`config.mk`:
```
export PLATFORM = sky130hd
export DESIGN_NAME = shift_op_sequencer
export DESIGN_NICKNAME = d
export VERILOG_FILES = /design/src/rtl/shift_op_sequencer.sv
export SDC_FILE = /design/constraint.sdc
export NUM_CORES = 1
export LEC_CHECK = 0
export ABC_AREA = 1
export BUFFER_PORTS_ARGS = -buffer_cell sky130_fd_sc_hd__buf_4
export CAP_MARGIN = 30
export CORE_AREA = 5 5 107 109
export DETAILED_ROUTE_END_ITERATION = 10
export DIE_AREA = 0 0 112 114
export GPL_TIMING_DRIVEN = 0
export HOLD_SLACK_MARGIN = 0.12
export PLACE_DENSITY = 0.83
export SLEW_MARGIN = 20
export SYNTH_ARGS = -nofsm -noshare
export SYNTH_HDL_FRONTEND = slang
export SYNTH_SLANG_ARGS = --single-unit
export TNS_END_PERCENT = 100
```
`constraint.sdc`:
```
create_clock -name clk -period 3.4 [get_ports clk]
set_clock_uncertainty 0.2 [all_clocks]
set_input_delay 0.17 -clock clk [delete_from_list [all_inputs] [get_ports clk]]
set_output_delay 0.17 -clock clk [all_outputs]
set_load 0.005 [all_outputs]
```
`src/rtl/shift_op_sequencer.sv`:
```
// Multi-cycle load/execute/capture controller around a combinational shifter.
// Optional result flags: define SHIFT_RESULT_FLAGS_EN.
module shift_op_sequencer #(
    parameter int EXEC_CYCLES = 1
) (
    input  logic        clk,
    input  logic        clr,
    input  logic        start,
    input  logic [2:0]  op,
    input  logic        abort,
    input  logic [31:0] bus_in,
    input  logic        bus_valid,
    output logic        bus_ready,
    output logic [31:0] sh_a,
    output logic [31:0] sh_b,
    output logic        SHR,
    output logic        SHRA,
    output logic        SHL,
    output logic        ROR,
    output logic        ROL,
    input  logic [31:0] sh_c,
    output logic [31:0] z_out,
    output logic        busy,
    output logic        done,
    output logic        err,
    output logic        z_zero,
    output logic        z_neg
);

    typedef enum logic [2:0] {
        S_IDLE,
        S_LOAD_A,
        S_LOAD_B,
        S_EXEC,
        S_DONE
    } state_t;

    localparam logic [3:0] CNT_LAST = 4'(EXEC_CYCLES - 1);

    state_t      state_q, state_d;
    logic [2:0]  op_q, op_d;
    logic [3:0]  cnt_q, cnt_d;
    logic [31:0] a_q, a_d;
    logic [31:0] b_q, b_d;
    logic [31:0] z_q, z_d;
    logic        err_q, err_d;
    logic        cap;
    logic        exec;

    always_comb begin
        state_d = state_q;
        op_d    = op_q;
        cnt_d   = '0;
        a_d     = a_q;
        b_d     = b_q;
        z_d     = z_q;
        err_d   = 1'b0;
        cap     = 1'b0;
        unique case (state_q)
            S_IDLE: begin
                if (start) begin
                    if (op <= 3'd4) begin
                        op_d    = op;
                        state_d = S_LOAD_A;
                    end else begin
                        err_d = 1'b1;
                    end
                end
            end
            S_LOAD_A: begin
                if (abort) begin
                    state_d = S_IDLE;
                end else if (bus_valid) begin
                    a_d     = bus_in;
                    state_d = S_LOAD_B;
                end
            end
            S_LOAD_B: begin
                if (abort) begin
                    state_d = S_IDLE;
                end else if (bus_valid) begin
                    b_d     = bus_in;
                    state_d = S_EXEC;
                end
            end
            S_EXEC: begin
                if (abort) begin
                    state_d = S_IDLE;
                end else if (cnt_q == CNT_LAST) begin
                    cap     = 1'b1;
                    z_d     = sh_c;
                    state_d = S_DONE;
                end else begin
                    cnt_d = cnt_q + 4'd1;
                end
            end
            S_DONE: begin
                state_d = S_IDLE;
            end
            default: begin
                state_d = S_IDLE;
            end
        endcase
    end

    always_ff @(posedge clk or posedge clr) begin
        if (clr) begin
            state_q <= S_IDLE;
            op_q    <= '0;
            cnt_q   <= '0;
            a_q     <= '0;
            b_q     <= '0;
            z_q     <= '0;
            err_q   <= 1'b0;
        end else begin
            state_q <= state_d;
            op_q    <= op_d;
            cnt_q   <= cnt_d;
            a_q     <= a_d;
            b_q     <= b_d;
            z_q     <= z_d;
            err_q   <= err_d;
        end
    end

    assign exec      = (state_q == S_EXEC);
    assign SHR       = exec && (op_q == 3'd0);
    assign SHRA      = exec && (op_q == 3'd1);
    assign SHL       = exec && (op_q == 3'd2);
    assign ROR       = exec && (op_q == 3'd3);
    assign ROL       = exec && (op_q == 3'd4);
    assign bus_ready = (state_q == S_LOAD_A) || (state_q == S_LOAD_B);
    assign busy      = (state_q != S_IDLE);
    assign done      = (state_q == S_DONE);
    assign err       = err_q;
    assign sh_a      = a_q;
    assign sh_b      = b_q;
    assign z_out     = z_q;

`ifdef SHIFT_RESULT_FLAGS_EN
    logic zz_q, zz_d;
    logic zn_q, zn_d;

    always_comb begin
        zz_d = zz_q;
        zn_d = zn_q;
        if (cap) begin
            zz_d = (sh_c == 32'd0);
            zn_d = sh_c[31];
        end
    end

    always_ff @(posedge clk or posedge clr) begin
        if (clr) begin
            zz_q <= 1'b0;
            zn_q <= 1'b0;
        end else begin
            zz_q <= zz_d;
            zn_q <= zn_d;
        end
    end

    assign z_zero = zz_q;
    assign z_neg  = zn_q;
`else
    assign z_zero = 1'b0;
    assign z_neg  = 1'b0;
`endif

endmodule

```
* Word-level counts from Yosys, hierarchy flattened
Index checks and enable logic that the tools add are counted.
Word-level totals: register bits after elaboration 107, input port bits 72, output and inout bits 107, word-level logic and storage cells 53
Cells by class: add/subtract/negate cells 1, magnitude comparators 1, equal/unequal tests 13, mux-type cells 15, bitwise gates (word level) 1, reduce and logical (&&, ||, !) cells 15
Operators with widths (count):
- $mux 3 | 8
- $eq 3x2->1 const B | 4
- $mux 4 | 3
- $pmux 3 s4 | 1
- $reduce_and 3->1 | 4
- $eq 3x1->1 const B | 2
- $eq 3x3->1 const B | 2
- $logic_not 3->1 | 2
- $ne 3x3->1 const B | 2
- $logic_and 1x1->1 | 5
- $reduce_and 5->1 | 1
- $add 4x1->4 const B | 1
- $logic_not 4->1 | 1
- $ne 2x2->1 const B | 2
- $le 3x3->1 const B | 1
- $mux 1 | 3
- $ne 3x2->1 const B | 1
- $reduce_bool 3->1 | 1
- $logic_or 1x1->1 | 1
- $not 1->1 | 1

* Longest topological paths before layout
Gate-level depths: netlist of the first run.
depth after elaboration 4, mapped depth 8, gate-level depth less buffers 8

* Least setup slack after synthesis of the first run
Ideal clock, no wire load.
path type register -> register, start register state_q[0], end register a_q[0], in the netlist sh_a[0], setup time 0.117 ns, arrival 1.160 ns, required time 3.083 ns, path slack 1.922 ns, stages on the path, launching flop included 7, buffers on the path 1, period minus slack after synthesis 1.478 ns, cells stage by stage dfrtp_1 -> inv_2 -> nor3_2 -> nand2_2 -> buf_4 -> nand2_1 -> o21ai_2
Between the ends: cells in the longest elaborated chain, start to end 2
Ends and longest elaborated chain:
- start: declaration | line 40 | state_t state_q, state_d;
- start signal: assignment | line 116 | state_q <= state_d;
- $eq 3x1->1 | line 59 | unique case (state_q)
- $reduce_and 3->1 (no source line)
- end signal: assignment | line 111 | a_q <= '0;
- end signal: assignment | line 119 | a_q <= a_d;
- end: declaration | line 43 | logic [31:0] a_q, a_d;
No other way between the ends. A chain may end at the register's enable or synchronous reset.

* Worst setup path after layout of the first run
start input op[0], end register op_q[0]
Between the ends: cells in the longest elaborated chain, start to end 2
Ends and longest elaborated chain:
- start: declaration | line 9 | input logic [2:0] op,
- $le 3x3->1 | line 62 | if (op <= 3'd4) begin
- $reduce_and 3->1 (no source line)
- end signal: assignment | line 117 | op_q <= op_d;
- end: declaration | line 41 | logic [2:0] op_q, op_d;
Parallel ways exist; a longest one is shown, timed or not.

==> impl_metrics.tcl, run 1 <==
set metrics [dict create \
    diodes 0 \
    grt_use_total_pct 21.8 \
    setup_viol 0 \
    ant_nets 0 \
    cp-end-kind "flip-flop" \
    cp_num_buf_inv 4 \
    layout_common_cells "180 x buf_4, 175 x nand2_1, 107 x dfrtp_1" \
    r2r-start "state_q[0]$_DFFE_PP0P_" \
    reg2reg_to "op_q[0]$_DFFE_PP0P_" \
    worst_slack_ns 0.753 \
    yosysUniqueCellTypes 28 \
    syn_avg_cell_area_um2 9.43 \
    worst-path-max-fanout 5 \
    io_buffers 176 \
    startpoint_type "primary input" \
    finalHoldViolCount 0 \
    die_x_um 112 \
    die_area_um2 12800 \
    crit_chain "dlygate4sd3_1, buf_4, o21ai_0, nand3_1, nor2_1, dlygate4sd3_1, a21oi_1, dlygate4sd3_1" \
    cts_tree "yes" \
    drt_first_pass_iters 4 \
    slew_violations 0 \
    cp.arrival_ns 2.70 \
    gp_congestion 0.863 \
    fill_cells 772 \
    grt_max_degree 64 \
    dr.first_iter.drc_count 314 \
    cts_root_buf "clkbuf_8" \
    hold_slack_ns 0.174 \
    ir_drop_mv 0.380 \
    wl_per_cell_um 15.7 \
    syn_area_um2 4310 \
    postSynthCellCount 457 \
    slowest_delay_ns 0.56 \
    vias 4124 \
    ff_latch_area_um2 2680 \
    run_status "completed" \
    critPathKind "primary input to flip-flop" \
    fin_util_pct 64.9 \
    rows 38 \
    max_cap_viol_count 0 \
    overflow 0 \
    cts.clk_slew.worst_paths_ns 0.10 \
    die_h_um 114 \
    slowest_stage "dlygate4sd3_1" \
    ys_ff_latch 107 \
    grt_antenna_before_repair 0 \
    first_global_vias 4543 \
    p_per_area_nw_per_um2 735 \
    start_util_pct 41.0 \
    r2r_setup_slack_ns 0.76 \
    path_common_cell "dlygate4sd3_1" \
    grt_pass1_wl_mm 22.3 \
    htree_num_levels 3 \
    multi_input_area_um2 1310 \
    min_path_type "primary input to asynchronous set/reset pin" \
    final_nets 797 \
    layout_commonest_cell "buf_4" \
    timing.final.crit_share_pct 77.9 \
    viasPerCell 4.75 \
    drive_above_1_share_pct 33.1 \
    area_growth_pct 58.2 \
    cts_max_path_buffers 2 \
    cts.sinks 107 \
    dp_slack_ns 1.69 \
    cts_buffers 9 \
    clock_latency_ns 0.36 \
    timing.fmax_mhz 378 \
    post_cts_buffers 0 \
    synth-warning-count 0 \
    drc_errors 0 \
    fin_crit_ns 2.65 \
    wl_mm 13.6 \
    path_delay_family "buffers and inverters" \
    reg2regPathDepth 8 \
    leakage_uw 0.00367 \
    cp.required_ns 3.45 \
    rsz0062_at_grt "false" \
    yosysSeqAreaShare_pct 62.1 \
    ioPinCount 179 \
    dpl.hpwl_mm 9.07 \
    core_um2 10500 \
]
==> layer usage <==
| metal | vias up | track usage [%] | share of wire, % |
|---|---|---|---|
| met3 | 33 | 8.54 | 9.8 |
| met1 | 1957 | 24.5 | 39 |
| met5 | - | 0 | 0 |
| li1 | 1954 | - | - |
| met4 | 0 | 8.81 | 2.7 |
| met2 | 180 | 37.5 | 49 |
==> flip-flops by register name (all words and copies together), names as in the netlist <==
| register | cells |
|---|---|
| state_q | 3 |
| sh_b | 32 |
| err | 1 |
| op_q | 3 |
| sh_a | 32 |
| z_out | 32 |
| cnt_q | 4 |
==> through the flow <==
stage	total power [uW]	TNS (ns)	instance area [um^2]	std cells
after floorplan	2920	0	4310	458
after global placement	4000	-84.47	5810	774
after detailed placement	4100	0	5840	775
after CTS	5010	0	6820	868
after global routing	5380	0	6820	868
final	5010	0	6820	868
==> repair_timing <==
action                    in CTS  in global routing
hold buffers                  77                  0
hold endpoints to repair     213                  0
gates resized for setup        0                  0
==> report_power, final <==
| group | switching, uW | internal (uW) |
|---|---|---|
| clock network | 436 | 361 |
| logic | 920 | 1120 |
| registers | 356 | 1810 |
==> worst min-delay path: cells and delay by family <==
family                 cells  cell delay, ns
buffers and inverters      3            0.99
==> cell type report <==
class,count,share of cell area [%]
buffer,20,2.24
clock buffer,10,2.02
clock inverter,6,0.955
inverter,46,2.61
multi-input combinational,285,19.2
sequential,107,39.3
tap,140,2.57
timing repair buffer,254,31.1
==> synth_stat cells, drive strengths merged <==
| master | number | area share, % |
|---|---|---|
| nand2 | 177 | 16 |
| dfrtp | 107 | 62 |
| o21ai | 65 | 8.9 |
| inv | 46 | 4.0 |
| buf | 18 | 3.3 |
| nor2 | 14 | 1.3 |
| nand3 | 9 | 1.5 |
| nor3 | 5 | 0.81 |
| a21oi | 3 | 0.35 |
| nor4 | 3 | 0.44 |
| clkbuf | 2 | 0.20 |
| ha | 2 | 0.58 |
| nand4 | 2 | 0.29 |
| conb | 1 | 0.087 |
| or2 | 1 | 0.15 |
| xnor2 | 1 | 0.20 |
| xor2 | 1 | 0.20 |
==> worst max-delay path by stage <==
stage,start,to,cells after the start
2_1_floorplan,clr,cnt_q[0]$_DFF_PP0_,1
3_3_place_gp,clr,sh_b[26]$_DFFE_PP0P_,2
3_5_place_dp,state_q[0]$_DFFE_PP0P_,sh_a[29]$_DFFE_PP0P_,6
4_1_cts,state_q[0]$_DFFE_PP0P_,op_q[0]$_DFFE_PP0P_,8
5_1_grt,op[0],op_q[0]$_DFFE_PP0P_,8
6_report,op[0],op_q[0]$_DFFE_PP0P_,8
==> logic make-up after synthesis <==
family | synth area share, %
other | 0.0870
XOR/XNOR | 0.407
AND/OR/NAND/NOR | 19.9
adder cells (fa/ha/maj) | 0.581
flip-flops | 62.1
buffers and inverters | 7.55
AO/OA/AOI/OAI | 9.29
No activity file was read; power rests on OpenSTA's default activity.
==> run 2, diff against run 1 <==
==> constraint.sdc (replaced) <==
create_clock -name clk -period 2.15 [get_ports clk]
set_clock_uncertainty 0.2 [all_clocks]
set_input_delay 0.1075 -clock clk [delete_from_list [all_inputs] [get_ports clk]]
set_output_delay 0.1075 -clock clk [all_outputs]
set_load 0.005 [all_outputs]
==> run 2 against run 1 <==
Compared with the run above: sequential power increased by 59%; combinational power increased by 58%; design area increased by 0.79%; die area unchanged; non-clock buffer count increased by 4; first-iteration DRC count decreased by 2.5%; routed wire length increased by 1.9%; power increased by 57%.
==> impl_metrics.tcl, run 2 (synthesis results as in run 1) <==
set metrics [dict create \
    run_status "completed" \
    cts.sinks 107 \
    ir_drop_mv 0.768 \
    grt_max_degree 35 \
    timing.fmax_mhz 490 \
    worst_slack_ns 0.108 \
    fin_crit_ns 2.04 \
    cts_root_buf "clkbuf_8" \
    drc_errors 0 \
    max_cap_viol_count 0 \
    leakage_uw 0.00366 \
    cts_buffers 9 \
    first_global_vias 4446 \
    rows 38 \
    drive_above_1_share_pct 33.4 \
    viasPerCell 4.78 \
    die_h_um 114 \
    min_path_type "primary input to asynchronous set/reset pin" \
    grt_use_total_pct 22.2 \
    layout_commonest_cell "buf_4" \
    slowest_delay_ns 0.56 \
    final_nets 801 \
    critPathKind "flip-flop to flip-flop" \
    dp_slack_ns 0.408 \
    area_growth_pct 59.4 \
    power_uw 7850 \
    slowest_stage "dlygate4sd3_1" \
    cts.clk_slew.worst_paths_ns 0.09 \
    startpoint_type "flip-flop" \
    dpl.hpwl_mm 8.91 \
    cp-startpoint "state_q[2]$_DFFE_PP0P_" \
    tightest_slew_ns 0.529 \
    relSlewSlack_pct 64.7 \
    ioPinCount 179 \
    post_cts_buffers 0 \
    timing.final.crit_share_pct 95.0 \
    diodes 0 \
    wl_per_cell_um 15.9 \
    io_buffers 176 \
    cp.required_ns 2.25 \
    grt_pass1_wl_mm 22.8 \
    crit_chain "inv_2, nand3_4, nor2_2, nand3_4, inv_4, nand2_1, dlygate4sd3_1, nand2_1" \
    p_per_area_nw_per_um2 1140 \
    clock_latency_ns 0.35 \
    crit_end "z_out[31]$_DFFE_PP0P_" \
    layout_common_cells "180 x buf_4, 174 x nand2_1, 104 x dfrtp_1" \
    ant_nets 0 \
    cp.arrival_ns 2.14 \
    die_area_um2 12800 \
    htree_num_levels 3 \
    grt_antenna_before_repair 0 \
    final_cell_area_um2 6870 \
    gp_congestion 0.895 \
    slew_violations 0 \
    setup_viol 0 \
    drt_first_pass_iters 5 \
    reg2regPathDepth 8 \
    vias 4164 \
    die_x_um 112 \
    r2r-start "state_q[2]$_DFFE_PP0P_" \
    start_util_pct 41.0 \
    dr.first_iter.drc_count 306 \
    reg2reg_to "z_out[31]$_DFFE_PP0P_" \
    r2r_setup_slack_ns 0.11 \
    place_area_um2 5880 \
    cts_tree "yes" \
    overflow 0 \
    worst-path-max-fanout 7 \
    cts_max_path_buffers 2 \
    wl_mm 13.9 \
    core_um2 10500 \
    finalHoldViolCount 0 \
    cp-end-kind "flip-flop" \
]
-- run 2: worst max-delay path, delay by kind of cell (launching register included) --
family	cells	cell delay (ns)
buffers and inverters	3	0.79
and+or+nand+nor	5	0.54
DFF	1	0.46
-- run 2: repair_timing --
item                                    CTS  global route
hold endpoints to repair                183             0
endpoints found under the setup margin    0             4
resized for setup                         0             8
hold buffers                             79             0
-- run 2: how the worst min path moves through the flow --
stage | from | end | slack, ns | cells after the start
2_1_floorplan | sh_c[0] | z_out[0]$_DFFE_PP0P_ | 0.02 | 2
3_3_place_gp | sh_c[15] | z_out[15]$_DFFE_PP0P_ | 0.10 | 3
3_5_place_dp | clr | z_out[12]$_DFFE_PP0P_ | -0.02 | 2
4_1_cts | clr | z_out[10]$_DFFE_PP0P_ | 0.14 | 3
5_1_grt | clr | z_out[10]$_DFFE_PP0P_ | 0.22 | 3
6_report | clr | z_out[10]$_DFFE_PP0P_ | 0.18 | 3
-- run 2: per-stage QoR --
stage	hold WS [ns]	utilization, %	cells	setup TNS [ns]
2_1_floorplan	0.0171	-	458	0
3_3_place_gp	0.104	55.3	774	-5.86
3_5_place_dp	-0.0222	56.0	777	0
4_1_cts	0.143	65.2	871	0
5_1_grt	0.216	65.4	871	-0.00523
6_report	0.185	65.4	871	0
-- run 2: metal layers --
metal | up-vias | track usage [%] | part of all wire, %
met4 | 0 | 6.97 | 2.2
li1 | 1950 | - | -
met1 | 1982 | 26.6 | 40
met5 | - | 0 | 0
met2 | 206 | 38.0 | 48
met3 | 26 | 7.64 | 9.1
-- run 2: where the power goes --
part | internal [uW] | switching, uW | total (uW)
clock network | 536 | 638 | 1170
registers | 2880 | 572 | 3450
logic | 1750 | 1480 | 3230
total | 5170 | 2690 | 7850
-- run 2: final cells by class --
type | count | area [um^2]
well taps | 140 | 175
clock inverters | 2 | 37.5
fillers | 757 | 3640
multi-input cells | 285 | 1330
flip-flops and latches | 107 | 2680
plain buffers | 20 | 153
repair buffers | 258 | 2180
inverters | 46 | 179
clock buffers | 13 | 139
==> run 3, diff against run 2 <==
--- a/config.mk
+++ b/config.mk
@@ -13,6 +13,7 @@
 export DIE_AREA = 0 0 112 114
 export GPL_TIMING_DRIVEN = 0
 export HOLD_SLACK_MARGIN = 0.12
+export MAX_ROUTING_LAYER = met4
 export PLACE_DENSITY = 0.83
 export SLEW_MARGIN = 20
 export SYNTH_ARGS = -nofsm -noshare
==> run 3 against run 2 <==
Compared with the run above: power barely moved; setup slack worse by 0.0015 ns; count of clock-buffer cells in the layout is the same; first-iteration DRC count is 1.6% higher; cell count did not move; design area unchanged; die area unchanged; fmax barely moved; register-to-register slack is essentially flat; via count up 0.19%; clock power hardly changed; combinational power is essentially flat; largest power group unchanged; highest routed layer unchanged.
==> impl_metrics.tcl, run 3 (synthesis results as in run 1) <==
set metrics [dict create \
    reg2reg_to "z_out[31]$_DFFE_PP0P_" \
    run_status "completed" \
    viasPerCell 4.79 \
    ir_drop_mv 0.773 \
    setup_viol 0 \
    cp-startpoint "state_q[2]$_DFFE_PP0P_" \
    critPathKind "flip-flop to flip-flop" \
    cts_max_path_buffers 2 \
    comb_power_share_pct 41.2 \
    timing.fmax_mhz 489 \
    gp_congestion 0.910 \
    area_growth_pct 59.4 \
    final_cell_area_um2 6870 \
    slowest_delay_ns 0.56 \
    htree_num_levels 3 \
    die_h_um 114 \
    crit_chain "inv_2, nand3_4, nor2_2, nand3_4, inv_4, nand2_1, dlygate4sd3_1, nand2_1" \
    finalSetupTns_ns 0 \
    timing.final.crit_share_pct 95.0 \
    leakage_uw 0.00366 \
    ant_nets 0 \
    fin_util_pct 65.4 \
    vias 4172 \
    die_area_um2 12800 \
    dpl.hpwl_mm 8.91 \
    max_cap_viol_count 0 \
    core_um2 10500 \
    start_util_pct 41.0 \
    drc_errors 0 \
    final_nets 801 \
    pwr-share-clk_pct 15.0 \
    grt_antenna_before_repair 0 \
    dp_slack_ns 0.408 \
    worst-path-max-fanout 7 \
    crit_end "z_out[31]$_DFFE_PP0P_" \
    switching_share_pct 34.2 \
    wl_per_cell_um 15.9 \
    place_area_um2 5880 \
    dr.first_iter.drc_count 311 \
    startpoint_type "flip-flop" \
    netSwitchingPower_uw 2690 \
    io_buffers 176 \
    grt_max_degree 35 \
    drive_above_1_share_pct 33.4 \
    cts_buffers 9 \
    wl_mm 13.9 \
    path_depth 8 \
    die_x_um 112 \
    seqPwrFrac_pct 43.9 \
    r2r_setup_slack_ns 0.11 \
    cts_root_buf "clkbuf_8" \
    worst_slack_ns 0.107 \
    layout_commonest_cell "buf_4" \
    min_path_type "primary input to asynchronous set/reset pin" \
    slew_violations 0 \
    rows 38 \
    layout_common_cells "180 x buf_4, 174 x nand2_1, 104 x dfrtp_1" \
    relSlewSlack_pct 64.5 \
    slowest_stage "dlygate4sd3_1" \
    p_per_area_nw_per_um2 1140 \
    cts.clk_slew.worst_paths_ns 0.09 \
    cp.required_ns 2.24 \
    fin_crit_ns 2.04 \
    ioPinCount 179 \
    clock_latency_ns 0.35 \
    grt_use_total_pct 22.9 \
    cp-end-kind "flip-flop" \
    cp_num_buf_inv 3 \
    cts_tree "yes" \
    overflow 0 \
    first_global_vias 4452 \
    reg2regPathDepth 8 \
    diodes 0 \
    r2r-start "state_q[2]$_DFFE_PP0P_" \
    cp.arrival_ns 2.14 \
    drt_first_pass_iters 4 \
    path_delay_family "buffers and inverters" \
    power_uw 7850 \
    tightest_slew_ns 0.531 \
    p_int_uw 5170 \
    finalHoldViolCount 0 \
    cts.sinks 107 \
    grt_pass1_wl_mm 22.8 \
]
run 3: worst register-to-register path, delay by kind of cell (launching register included):
family        cells  cell delay, ns
buf+inv           3            0.79
flops             1            0.46
simple gates      5            0.54
run 3: routing by layer:
layer | GRT usage, % | wire length [um] | up-vias
met5 | - | 0 | -
met1 | 27.5 | 5870 | 1982
met2 | 38.0 | 6680 | 211
met3 | 6.26 | 1060 | 29
met4 | 6.97 | 263 | 0
li1 | - | - | 1950
run 3: area by class of cell:
cell class	count	area, um^2
inverters	46	179
fillers	757	3640
multi-input cells	285	1330
well taps	140	175
clock inverters	2	37.5
flip-flops and latches	107	2680
repair buffers	258	2180
plain buffers	20	153
clock buffers	13	139
run 3: per-stage QoR:
| step | instances | hold slack [ns] |
|---|---|---|
| 2_1_floorplan | 458 | 0.0171 |
| 3_3_place_gp | 774 | 0.104 |
| 3_5_place_dp | 777 | -0.0222 |
| 4_1_cts | 871 | 0.143 |
| 5_1_grt | 871 | 0.216 |
| 6_report | 871 | 0.190 |
run 3: timing repair:
item | in CTS | in global routing
gates resized for setup | 0 | 8
endpoints found under the hold margin | 183 | 0
hold buffers | 79 | 0
endpoints found under the setup margin | 0 | 4
buffers inserted | 0 | 0
run 3: worst min path at each step:
stage                                  to  slack, ns  cells after the start
global route        z_out[10]$_DFFE_PP0P_       0.22                      3
floorplan            z_out[0]$_DFFE_PP0P_       0.02                      2
global placement    z_out[15]$_DFFE_PP0P_       0.10                      3
detailed placement  z_out[12]$_DFFE_PP0P_      -0.02                      2
finish              z_out[10]$_DFFE_PP0P_       0.19                      3
CTS                 z_out[10]$_DFFE_PP0P_       0.14                      3
run 3: power by group through the flow:
stage	Sequential (uW)	Combinational (uW)	Clock [uW]
floorplan	3440	1180	0
global placement	3400	2920	0
detailed placement	3420	3060	0
CTS	3400	3190	1210
global route	3540	3580	1280
finish	3450	3230	1180
